$ cat src/rtl/reg_bus_pkg.sv
// rtl/reg_bus_pkg.sv - shared types and constants for the register-bus arbiter
package reg_bus_pkg;

    localparam logic BUS_OP_READ  = 1'b0;
    localparam logic BUS_OP_WRITE = 1'b1;

    localparam int DEF_ADDR_W = 16;
    localparam int DEF_DATA_W = 16;

    localparam logic [15:0] CNT_HI = 16'h5;
    localparam logic [15:0] CNT_LO = 16'h6;
    localparam logic [15:0] INVERT = 16'h9;

    typedef struct packed {
        logic                  op;
        logic [DEF_ADDR_W-1:0] addr;
        logic [DEF_DATA_W-1:0] wdata;
    } bus_cmd_t;

    typedef enum logic {
        LK_OPEN = 1'b0,
        LK_HELD = 1'b1
    } lock_state_e;

endpackage

$ cat src/rtl/reg_bus_arbiter_rr_pick.sv
// rtl/reg_bus_arbiter_rr_pick.sv - one-hot round-robin picker scanning upward from ptr with wrap
module rr_pick #(
    parameter int N  = 2,
    parameter int PW = (N > 1) ? $clog2(N) : 1
) (
    input  logic [N-1:0]  req,
    input  logic [PW-1:0] ptr,
    output logic [N-1:0]  gnt,
    output logic [PW-1:0] idx,
    output logic          any
);

    logic [PW-1:0] j;

    function automatic logic [PW-1:0] wrap_idx(input logic [PW-1:0] p, input int k);
        int s;
        s = int'(p) + k;
        if (s >= N) s = s - N;
        return PW'(s);
    endfunction

    always_comb begin
        gnt = '0;
        idx = '0;
        any = 1'b0;
        j   = '0;
        for (int k = 0; k < N; k++) begin
            j = wrap_idx(ptr, k);
            if (!any && req[j]) begin
                any    = 1'b1;
                idx    = j;
                gnt[j] = 1'b1;
            end
        end
    end

endmodule

$ cat src/rtl/reg_bus_arbiter.sv
// rtl/reg_bus_arbiter.sv - round-robin sharing of the single-command register bus with lock and read routing
module reg_bus_arbiter
    import reg_bus_pkg::*;
#(
    parameter int NREQ   = 2,
    parameter int ADDR_W = DEF_ADDR_W,
    parameter int DATA_W = DEF_DATA_W
) (
    input  logic                   clk,
    input  logic                   rst,
    input  logic [NREQ-1:0]        req_valid,
    input  logic [NREQ-1:0]        req_op,
    input  logic [NREQ-1:0]        req_lock,
    input  logic [NREQ*ADDR_W-1:0] req_addr,
    input  logic [NREQ*DATA_W-1:0] req_wdata,
    output logic [NREQ-1:0]        req_ready,
    output logic [NREQ-1:0]        rsp_valid,
    output logic [DATA_W-1:0]      rsp_rdata,
    output logic                   bus_cmd_valid,
    output logic                   bus_op,
    output logic [ADDR_W-1:0]      bus_addr,
    output logic [DATA_W-1:0]      bus_wr_data,
    input  logic [DATA_W-1:0]      bus_rd_data
);

    localparam int PW = (NREQ > 1) ? $clog2(NREQ) : 1;

    lock_state_e     lock_q, lock_d;
    logic [PW-1:0]   ptr_q, ptr_d, owner_q, owner_d;
    logic [NREQ-1:0] eligible, gnt;
    logic [PW-1:0]   win;
    logic            any, accept;
    logic            sel_op, sel_lock;
    logic [ADDR_W-1:0] sel_addr;
    logic [DATA_W-1:0] sel_wdata;
    logic            rd1_v, rd2_v;
    logic [PW-1:0]   rd1_id, rd2_id;

    // While locked, the owner is the only requester allowed to win.
    always_comb begin
        eligible = req_valid;
        if (lock_q == LK_HELD) eligible = req_valid & (NREQ'(1) << owner_q);
    end

    rr_pick #(.N(NREQ), .PW(PW)) u_pick (
        .req (eligible),
        .ptr (ptr_q),
        .gnt (gnt),
        .idx (win),
        .any (any)
    );

    assign accept    = any & ~rst;
    assign req_ready = rst ? '0 : gnt;
    assign sel_op    = req_op[win];
    assign sel_lock  = req_lock[win];
    assign sel_addr  = req_addr[int'(win)*ADDR_W +: ADDR_W];
    assign sel_wdata = req_wdata[int'(win)*DATA_W +: DATA_W];

    always_comb begin
        lock_d  = lock_q;
        ptr_d   = ptr_q;
        owner_d = owner_q;
        if (accept) begin
            if (sel_lock) begin
                lock_d  = LK_HELD;
                owner_d = win;
            end else begin
                lock_d = LK_OPEN;
                ptr_d  = (int'(win) == NREQ - 1) ? '0 : win + PW'(1);
            end
        end
    end

    always_ff @(posedge clk or posedge rst) begin
        if (rst) begin
            lock_q        <= LK_OPEN;
            ptr_q         <= '0;
            owner_q       <= '0;
            bus_cmd_valid <= 1'b0;
            bus_op        <= 1'b0;
            bus_addr      <= '0;
            bus_wr_data   <= '0;
            rd1_v         <= 1'b0;
            rd1_id        <= '0;
            rd2_v         <= 1'b0;
            rd2_id        <= '0;
        end else begin
            lock_q        <= lock_d;
            ptr_q         <= ptr_d;
            owner_q       <= owner_d;
            bus_cmd_valid <= accept;
            bus_op        <= accept ? sel_op : 1'b0;
            bus_addr      <= accept ? sel_addr : '0;
            bus_wr_data   <= accept ? sel_wdata : '0;
            rd1_v         <= accept && (sel_op == BUS_OP_READ);
            rd1_id        <= win;
            rd2_v         <= rd1_v;
            rd2_id        <= rd1_id;
        end
    end

    // Target registers read data a cycle after the command, so the second stage lines up with it.
    always_comb begin
        rsp_valid = '0;
        rsp_rdata = '0;
        if (rd2_v) begin
            rsp_valid = NREQ'(1) << rd2_id;
            rsp_rdata = bus_rd_data;
        end
    end

endmodule

$ cat config.mk
export PLATFORM = sky130hd
export DESIGN_NAME = reg_bus_arbiter
export DESIGN_NICKNAME = d
export VERILOG_FILES = /design/src/rtl/reg_bus_pkg.sv /design/src/rtl/reg_bus_arbiter_rr_pick.sv /design/src/rtl/reg_bus_arbiter.sv
export SDC_FILE = /design/constraint.sdc
export NUM_CORES = 1
export LEC_CHECK = 0
export BUFFER_PORTS_ARGS = -buffer_cell sky130_fd_sc_hd__buf_2
export CAP_MARGIN = 20
export CORE_MARGIN = 2
export CORE_UTILIZATION = 35
export DETAILED_ROUTE_END_ITERATION = 16
export HOLD_SLACK_MARGIN = 0.08
export PLACE_DENSITY = 0.81
export SYNTH_ARGS = -nofsm -noshare
export SYNTH_HDL_FRONTEND = slang
export SYNTH_SLANG_ARGS = --single-unit
$ cat constraint.sdc
create_clock -name clk -period 1.35 [get_ports clk]
set_input_delay 0.0675 -clock clk [delete_from_list [all_inputs] [get_ports clk]]
set_output_delay 0.0675 -clock clk [all_outputs]
set_load 0.01 [all_outputs]
# ---- Yosys cells after proc, flatten, opt, wreduce, memory -nomap -nowiden
# Index checks and enable logic that the tools add are counted.
dict set report totals {
  ram_bits 0
  rom_bits 0
  out_inout_bits 54
  elab_cells 68
  latchBits 0
  inputBits 88
  n_memories 0
  reg_bits 41
}
dict set report op_classes {
  bitwise 6
  multipliers 0
  shifts 4
  div 0
  magnitude_cmp 7
  n_mux 29
  n_addsub 4
  reduce_logical 7
  eq_ne 0
}
# cell count
set op_table {}
lappend op_table {{indexed part select 32 x 6 -> 16 bit} 2}
lappend op_table {{2-to-1 mux 16 bit} 3}
lappend op_table {{2-to-1 mux 1 bit} 19}
lappend op_table {{2-to-1 mux 2 bit} 5}
lappend op_table {{less-than comparator 1 x 2 -> 1 bit (second input constant)} 3}
lappend op_table {{logical AND 1 bit} 4}
lappend op_table {{AND reduction 2 bit} 2}
lappend op_table {{<< shifter 1 x 1 -> 2 bit (first input constant)} 2}
lappend op_table {{NOT 1 bit} 3}
lappend op_table {{adder 1 x 1 -> 2 bit (second input constant)} 1}
lappend op_table {{bitwise AND 2 bit} 1}
lappend op_table {{demux 1 bit (select 1 bit)} 2}
lappend op_table {{>= comparator 1 bit (second input constant)} 2}
lappend op_table {{>= comparator 1 x 2 -> 1 bit (second input constant)} 1}
lappend op_table {{>= comparator 2 bit (second input constant)} 1}
lappend op_table {{OR 2 bit} 1}
lappend op_table {{subtractor 1 bit (second input constant)} 2}
lappend op_table {{adder 1 bit (second input constant)} 1}
lappend op_table {{bitwise AND 1 bit} 1}
lappend op_table {{zero test 1 bit} 1}

# ---- Longest topological paths before layout
dict set report logic_depth {
  word_depth 13
  ltp_mapped 6
  depth_no_buf 5
}

# ---- By module
# Synthesis repeated with hierarchy kept, for this count alone.
dict set report hier_totals {
  hier_cells 159
  hier_area_um2 1844.3
}
# mod area_each_um2 cells_each seq_area_each_um2 n_inst
set modules_own_cells {}
lappend modules_own_cells {reg_bus_arbiter 1811.7 154 1026.0 1}
lappend modules_own_cells {rr_pick 32.5 5 0.0 1}

# ---- Least setup slack after synthesis
# Ideal clock, no wire load.
dict set report synth_path {
  path_type {input to register}
  start {input port rst}
  end {register bus_wr_data[10]}
  t_required_ns 1.273
  path_buffers 2
  stages 6
  setup_time_ns 0.077
  slack_ns -0.631
  t_arrival_ns 1.904
  path_cell_list {inv_1 o21ai_1 or2_1 buf_4 buf_6 a21oi_1}
}
dict set report synth_via {
  elab_chain_cells 3
}
# element line_no
set synth_lines {}
lappend synth_lines {{from (decl)} reg_bus_arbiter.sv:10} ;# input logic rst,
lappend synth_lines {{NOT 1 bit} reg_bus_arbiter.sv:53} ;# assign accept = any & ~rst;
lappend synth_lines {{bitwise AND 1 bit} reg_bus_arbiter.sv:53}
lappend synth_lines {{2-to-1 mux 16 bit} reg_bus_arbiter.sv:95} ;# bus_wr_data <= accept ? sel_wdata : '0;
lappend synth_lines {{to (signal assigned)} reg_bus_arbiter.sv:95}
lappend synth_lines {{to (decl)} reg_bus_arbiter.sv:22} ;# output logic [DATA_W-1:0] bus_wr_data,
# Every way passes these cells.
# A chain may end at the register's enable or synchronous reset.

# ---- Final worst setup path
dict set report layout_path {
  start {register lock_q}
  end {register bus_addr[13]}
}
dict set report layout_via {
  elab_chain_cells 9
  word_cells_on_any_way 14
  cone_classes {shift (1); mux (10); bitwise (1); reduce/logical (2)}
}
# element line_no
set layout_lines {}
lappend layout_lines {{from (decl)} reg_bus_arbiter.sv:28} ;# lock_state_e lock_q, lock_d;
lappend layout_lines {{from (signal assigned)} reg_bus_arbiter.sv:89} ;# lock_q <= lock_d;
lappend layout_lines {{2-to-1 mux 2 bit *} reg_bus_arbiter.sv:42} ;# if (lock_q == LK_HELD) eligible = req_valid & (NREQ'(1) << owner_q);
lappend layout_lines {{2-to-1 mux 1 bit (not written as such) (2 in series)} reg_bus_arbiter_rr_pick.sv:29} ;# if (!any && req[j]) begin
lappend layout_lines {{2-to-1 mux 1 bit} reg_bus_arbiter_rr_pick.sv:29}
lappend layout_lines {{zero test 1 bit} reg_bus_arbiter_rr_pick.sv:29}
lappend layout_lines {{logical AND 1 bit} reg_bus_arbiter_rr_pick.sv:29}
lappend layout_lines {{2-to-1 mux 1 bit} reg_bus_arbiter_rr_pick.sv:29}
lappend layout_lines {{indexed part select 32 x 6 -> 16 bit / bitwise AND 1 bit (equally long branches)} {reg_bus_arbiter.sv:57, reg_bus_arbiter.sv:53}}
lappend layout_lines {{2-to-1 mux 16 bit *} reg_bus_arbiter.sv:94} ;# bus_addr <= accept ? sel_addr : '0;
lappend layout_lines {{to (signal assigned)} reg_bus_arbiter.sv:94}
lappend layout_lines {{to (decl)} reg_bus_arbiter.sv:21} ;# output logic [ADDR_W-1:0] bus_addr,
# Every way passes the cells marked *; elsewhere a longest branch is shown, timed or not. The select of a mux whose other input is x is not followed.

==> impl_metrics.env <==
export IMPL_num_nets_final=504
export IMPL_start_util_pct=35.7
export IMPL_min_to="ptr_q$_DFFE_PP0P_"
export IMPL_placed_cell_area_sq_um=2610
export IMPL_fp_coreArea_sq_um=5010
export IMPL_syn_instance_count=194
export IMPL_timing_slew_headroom_pct=66.1
export IMPL_avgSynthCellArea_sq_um=9.21
export IMPL_setup_worst_path_start_class="register"
export IMPL_hpwlAfterDp_mm=3.80
export IMPL_pwr_total_mw=4.30
export IMPL_crit_type="reg2reg"
export IMPL_regToRegEndpoint="bus_addr[13]$_DFF_PP0_"
export IMPL_antenna_violations_before_repair=0
export IMPL_floorplan_rows=26
export IMPL_synth_area_sq_um=1790
export IMPL_drt_antenna_violating_nets=0
export IMPL_rsz0062_at_grt="yes"
export IMPL_finalHoldWorstSlack_ps=97.2
export IMPL_cts_tree="done"
export IMPL_io_pin_count=142
export IMPL_wl_mm=7.24
export IMPL_multi_input_comb_area_sq_um=696
export IMPL_synth_mux_area_share_pct=1.12
export IMPL_layout_area_seq_sq_um=1030
export IMPL_dpl_worst_slack_ps=-87.7
export IMPL_grt_pass1_vias=2258
export IMPL_yosys_area_share_adder_pct=0
export IMPL_route_detailed_wl_per_inst_um=14.9
export IMPL_gp_congestion=0.779
export IMPL_cts_root_to_sink_buffers=2
export IMPL_timing_reg2reg_worst_path_depth=6
export IMPL_p_leak_nw=1.94
export IMPL_drive_above_1_share_pct=42.0
export IMPL_clk_transition_reported_paths_ps=80
export IMPL_synth_largest_area_cell="sky130_fd_sc_hd__dfrtp_1"
export IMPL_synth_top_cell_area_share_pct=57.4
export IMPL_synth_async_sr_flop_share_pct=100
export IMPL_cellPowerDensity_nw_per_um2=1210
export IMPL_final_instance_count_excl_fill=487
export IMPL_fp_dieArea_sq_um=5690
export IMPL_drcViolationCount=0
export IMPL_htree_levels=2
export IMPL_number_of_hold_violations_in_the_final_report=0
export IMPL_timing_setup_tns_ps=-2090
export IMPL_final_max_slew_viol_count=0
export IMPL_finClkSkew_ps=2.77
export IMPL_yosys_top_cells_count="68 x sky130_fd_sc_hd__nand2_1, 41 x sky130_fd_sc_hd__dfrtp_1, 33 x sky130_fd_sc_hd__a21oi_1, 17 x sky130_fd_sc_hd__and2_1, 6 x sky130_fd_sc_hd__buf_2"
export IMPL_vdd_ir_drop_worst_uv=727
export IMPL_fillerInstances=376
export IMPL_yosys_area_share_simple_pct=22.6
export IMPL_failing_checks="negative setup slack"
export IMPL_hold_class="in2reg"
export IMPL_postSynthRegisterBits=41
export IMPL_initialDrtViolationCount=129
export IMPL_ctsRootBufferMaster="sky130_fd_sc_hd__clkbuf_8"
export IMPL_critPathMaxFanout=7
export IMPL_setup_violations_final=38
export IMPL_final_critical_path_setup_slack_ps=-97.8
export IMPL_reg2reg_slack_ps=-100
export IMPL_die_height_um=75.5
export IMPL_grt_max_degree=42
export IMPL_final_util_pct=70.8
export IMPL_dr_total_vias=2337
export IMPL_rr_startpoint="lock_q$_DFFE_PP0P_"
export IMPL_synth_top_family_by_area="simple AND/OR/NAND/NOR gates"
export IMPL_synth_net_count=282
export IMPL_port_buffers=141
export IMPL_actual_slew_at_the_worst_max_slew_pin_ps=508
export IMPL_run_status="complete, but fails checks"
export IMPL_drt_pre_antenna_iters=4
export IMPL_die_width_um=75.5
export IMPL_synthXorXnorAreaFrac_pct=0
export IMPL_worstPathArrival_ps=1620
export IMPL_seq_area_frac_synth_pct=57.4
export IMPL_synthToLayoutAreaGrowth_pct=98.5
export IMPL_clock_tree_sinks=41
export IMPL_grt_ovfl_total=0
export IMPL_worstHoldStart="req_lock[0]"
export IMPL_maxCapViolations=0
export IMPL_netlist_cell_type_count=22
export IMPL_synth_enable_flop_cells=0
export IMPL_period_minus_slack_ps=1450
export IMPL_worstSetupEndpointType="register"
export IMPL_synth_compound_area_share_pct=13.6
export IMPL_clk_latency_ps=290
export IMPL_finish_instance_area_sq_um=3550
export IMPL_synthFlopType="sky130_fd_sc_hd__dfrtp_1"
export IMPL_synth_most_common_cell="sky130_fd_sc_hd__nand2_1"
export IMPL_cts_buffers=5
export IMPL_grt_first_pass_wirelength_mm=10.0
export IMPL_antenna_cells=0
export IMPL_globalRouteTotalUtil_pct=23.9
export IMPL_ys_warns=0
export IMPL_place_inst=403
export IMPL_cp_required_ps=1520
export IMPL_whs_path_depth=3
export IMPL_period_share_pct=107
export IMPL_synthTopCellsByArea="sky130_fd_sc_hd__dfrtp_1 57%, sky130_fd_sc_hd__nand2_1 14%, sky130_fd_sc_hd__a21oi_1 9.2%, sky130_fd_sc_hd__and2_1 6.0%, sky130_fd_sc_hd__buf_6 1.9%"
export IMPL_avgViaCountPerCell=4.80
export IMPL_fmaxAchievable_mhz=691
## placed cells by master (no fill, tap or decap), types with 2 or more instances in the layout
master / Yosys / layout
sky130_fd_sc_hd__buf_2: 6 / 141
sky130_fd_sc_hd__nand2_1: 68 / 68
sky130_fd_sc_hd__dlygate4sd3_1: 0 / 68
sky130_fd_sc_hd__dfrtp_1: 41 / 39
sky130_fd_sc_hd__a21oi_1: 33 / 32
sky130_fd_sc_hd__and2_1: 17 / 17
sky130_fd_sc_hd__buf_4: 1 / 9
sky130_fd_sc_hd__clkbuf_8: 0 / 6
sky130_fd_sc_hd__buf_6: 3 / 4
sky130_fd_sc_hd__inv_1: 4 / 3
sky130_fd_sc_hd__o21ai_0: 3 / 3
sky130_fd_sc_hd__nor2b_1: 2 / 2
sky130_fd_sc_hd__nor3_1: 2 / 2
sky130_fd_sc_hd__nor2_1: 2 / 2
sky130_fd_sc_hd__o31ai_1: 2 / 2
sky130_fd_sc_hd__clkbuf_16: 0 / 2
sky130_fd_sc_hd__dfrtp_2: 0 / 2
sky130_fd_sc_hd__buf_12: 0 / 2
## metal layers
layer	part of all wire [%]	GRT usage [%]	vias up
li1	-	-	1064
met2	54	46.1	163
met1	32	23.5	1069
met5	0	0	-
met4	5.6	12.9	0
met3	8.1	5.16	41
## cells by family (layout without fill, tap and decap cells)
kind of cell,Yosys count,after routing
mux,2,2
simple gates,93,93
compound gates,42,42
flops,41,41
buf+inv,16,239
## worst max-delay path: stages (launching register included)
cell	delay (ps)
sky130_fd_sc_hd__dfrtp_2	470
sky130_fd_sc_hd__o311ai_4	300
sky130_fd_sc_hd__buf_4	210
sky130_fd_sc_hd__inv_8	50
sky130_fd_sc_hd__clkbuf_16	160
sky130_fd_sc_hd__nand2_1	80
sky130_fd_sc_hd__a21oi_1	70
## state kept, by name (all words and copies together) (netlist names)
register       flops
ptr_q              1
bus_cmd_valid      1
rd2_v              1
lock_q             1
rd2_id             1
bus_addr          16
owner_q            1
rd1_v              1
rd1_id             1
bus_op             1
bus_wr_data       16
## where the power goes
| group | switching (mW) | internal [mW] | leakage, nW |
|---|---|---|---|
| registers | 0.120 | 1.45 | 0.539 |
| clock network | 0.406 | 0.603 | 0.0585 |
| logic | 0.848 | 0.875 | 1.34 |
| total | 1.37 | 2.92 | 1.94 |
## repair_timing
action / CTS / global route
resized for setup: 6 / 8
gates cloned: 0 / 2
hold buffers: 68 / 0
pin swaps: 1 / 0
setup endpoints to repair: 37 / 57
setup buffers: 5 / 1
endpoints found under the hold margin: 75 / 0
## worst max-delay path by stage
stage	to	slack, ps	startpoint	cells past startpoint
3_5_place_dp	bus_wr_data[2]$_DFF_PP0_	-90	owner_q$_DFFE_PP0P_	5
5_1_grt	owner_q$_DFFE_PP0P_	-130	lock_q$_DFFE_PP0P_	6
6_report	bus_addr[13]$_DFF_PP0_	-100	lock_q$_DFFE_PP0P_	6
2_1_floorplan	bus_op$_DFF_PP0_	-100	rst	6
3_3_place_gp	rd1_v$_DFF_PP0_	-0.7	owner_q$_DFFE_PP0P_	5
4_1_cts	req_ready[1]	-80	lock_q$_DFFE_PP0P_	4
## area by class of cell
cell class              count  share of cell area, %
repair buffers            226                   44.8
well taps                  70                   2.47
clock buffers               7                   2.43
flip-flops and latches     41                   29.0
clock inverters             1                  0.847
inverters                   5                  0.847
multi-input cells         137                   19.6
Power figures use the tool's default switching activity.
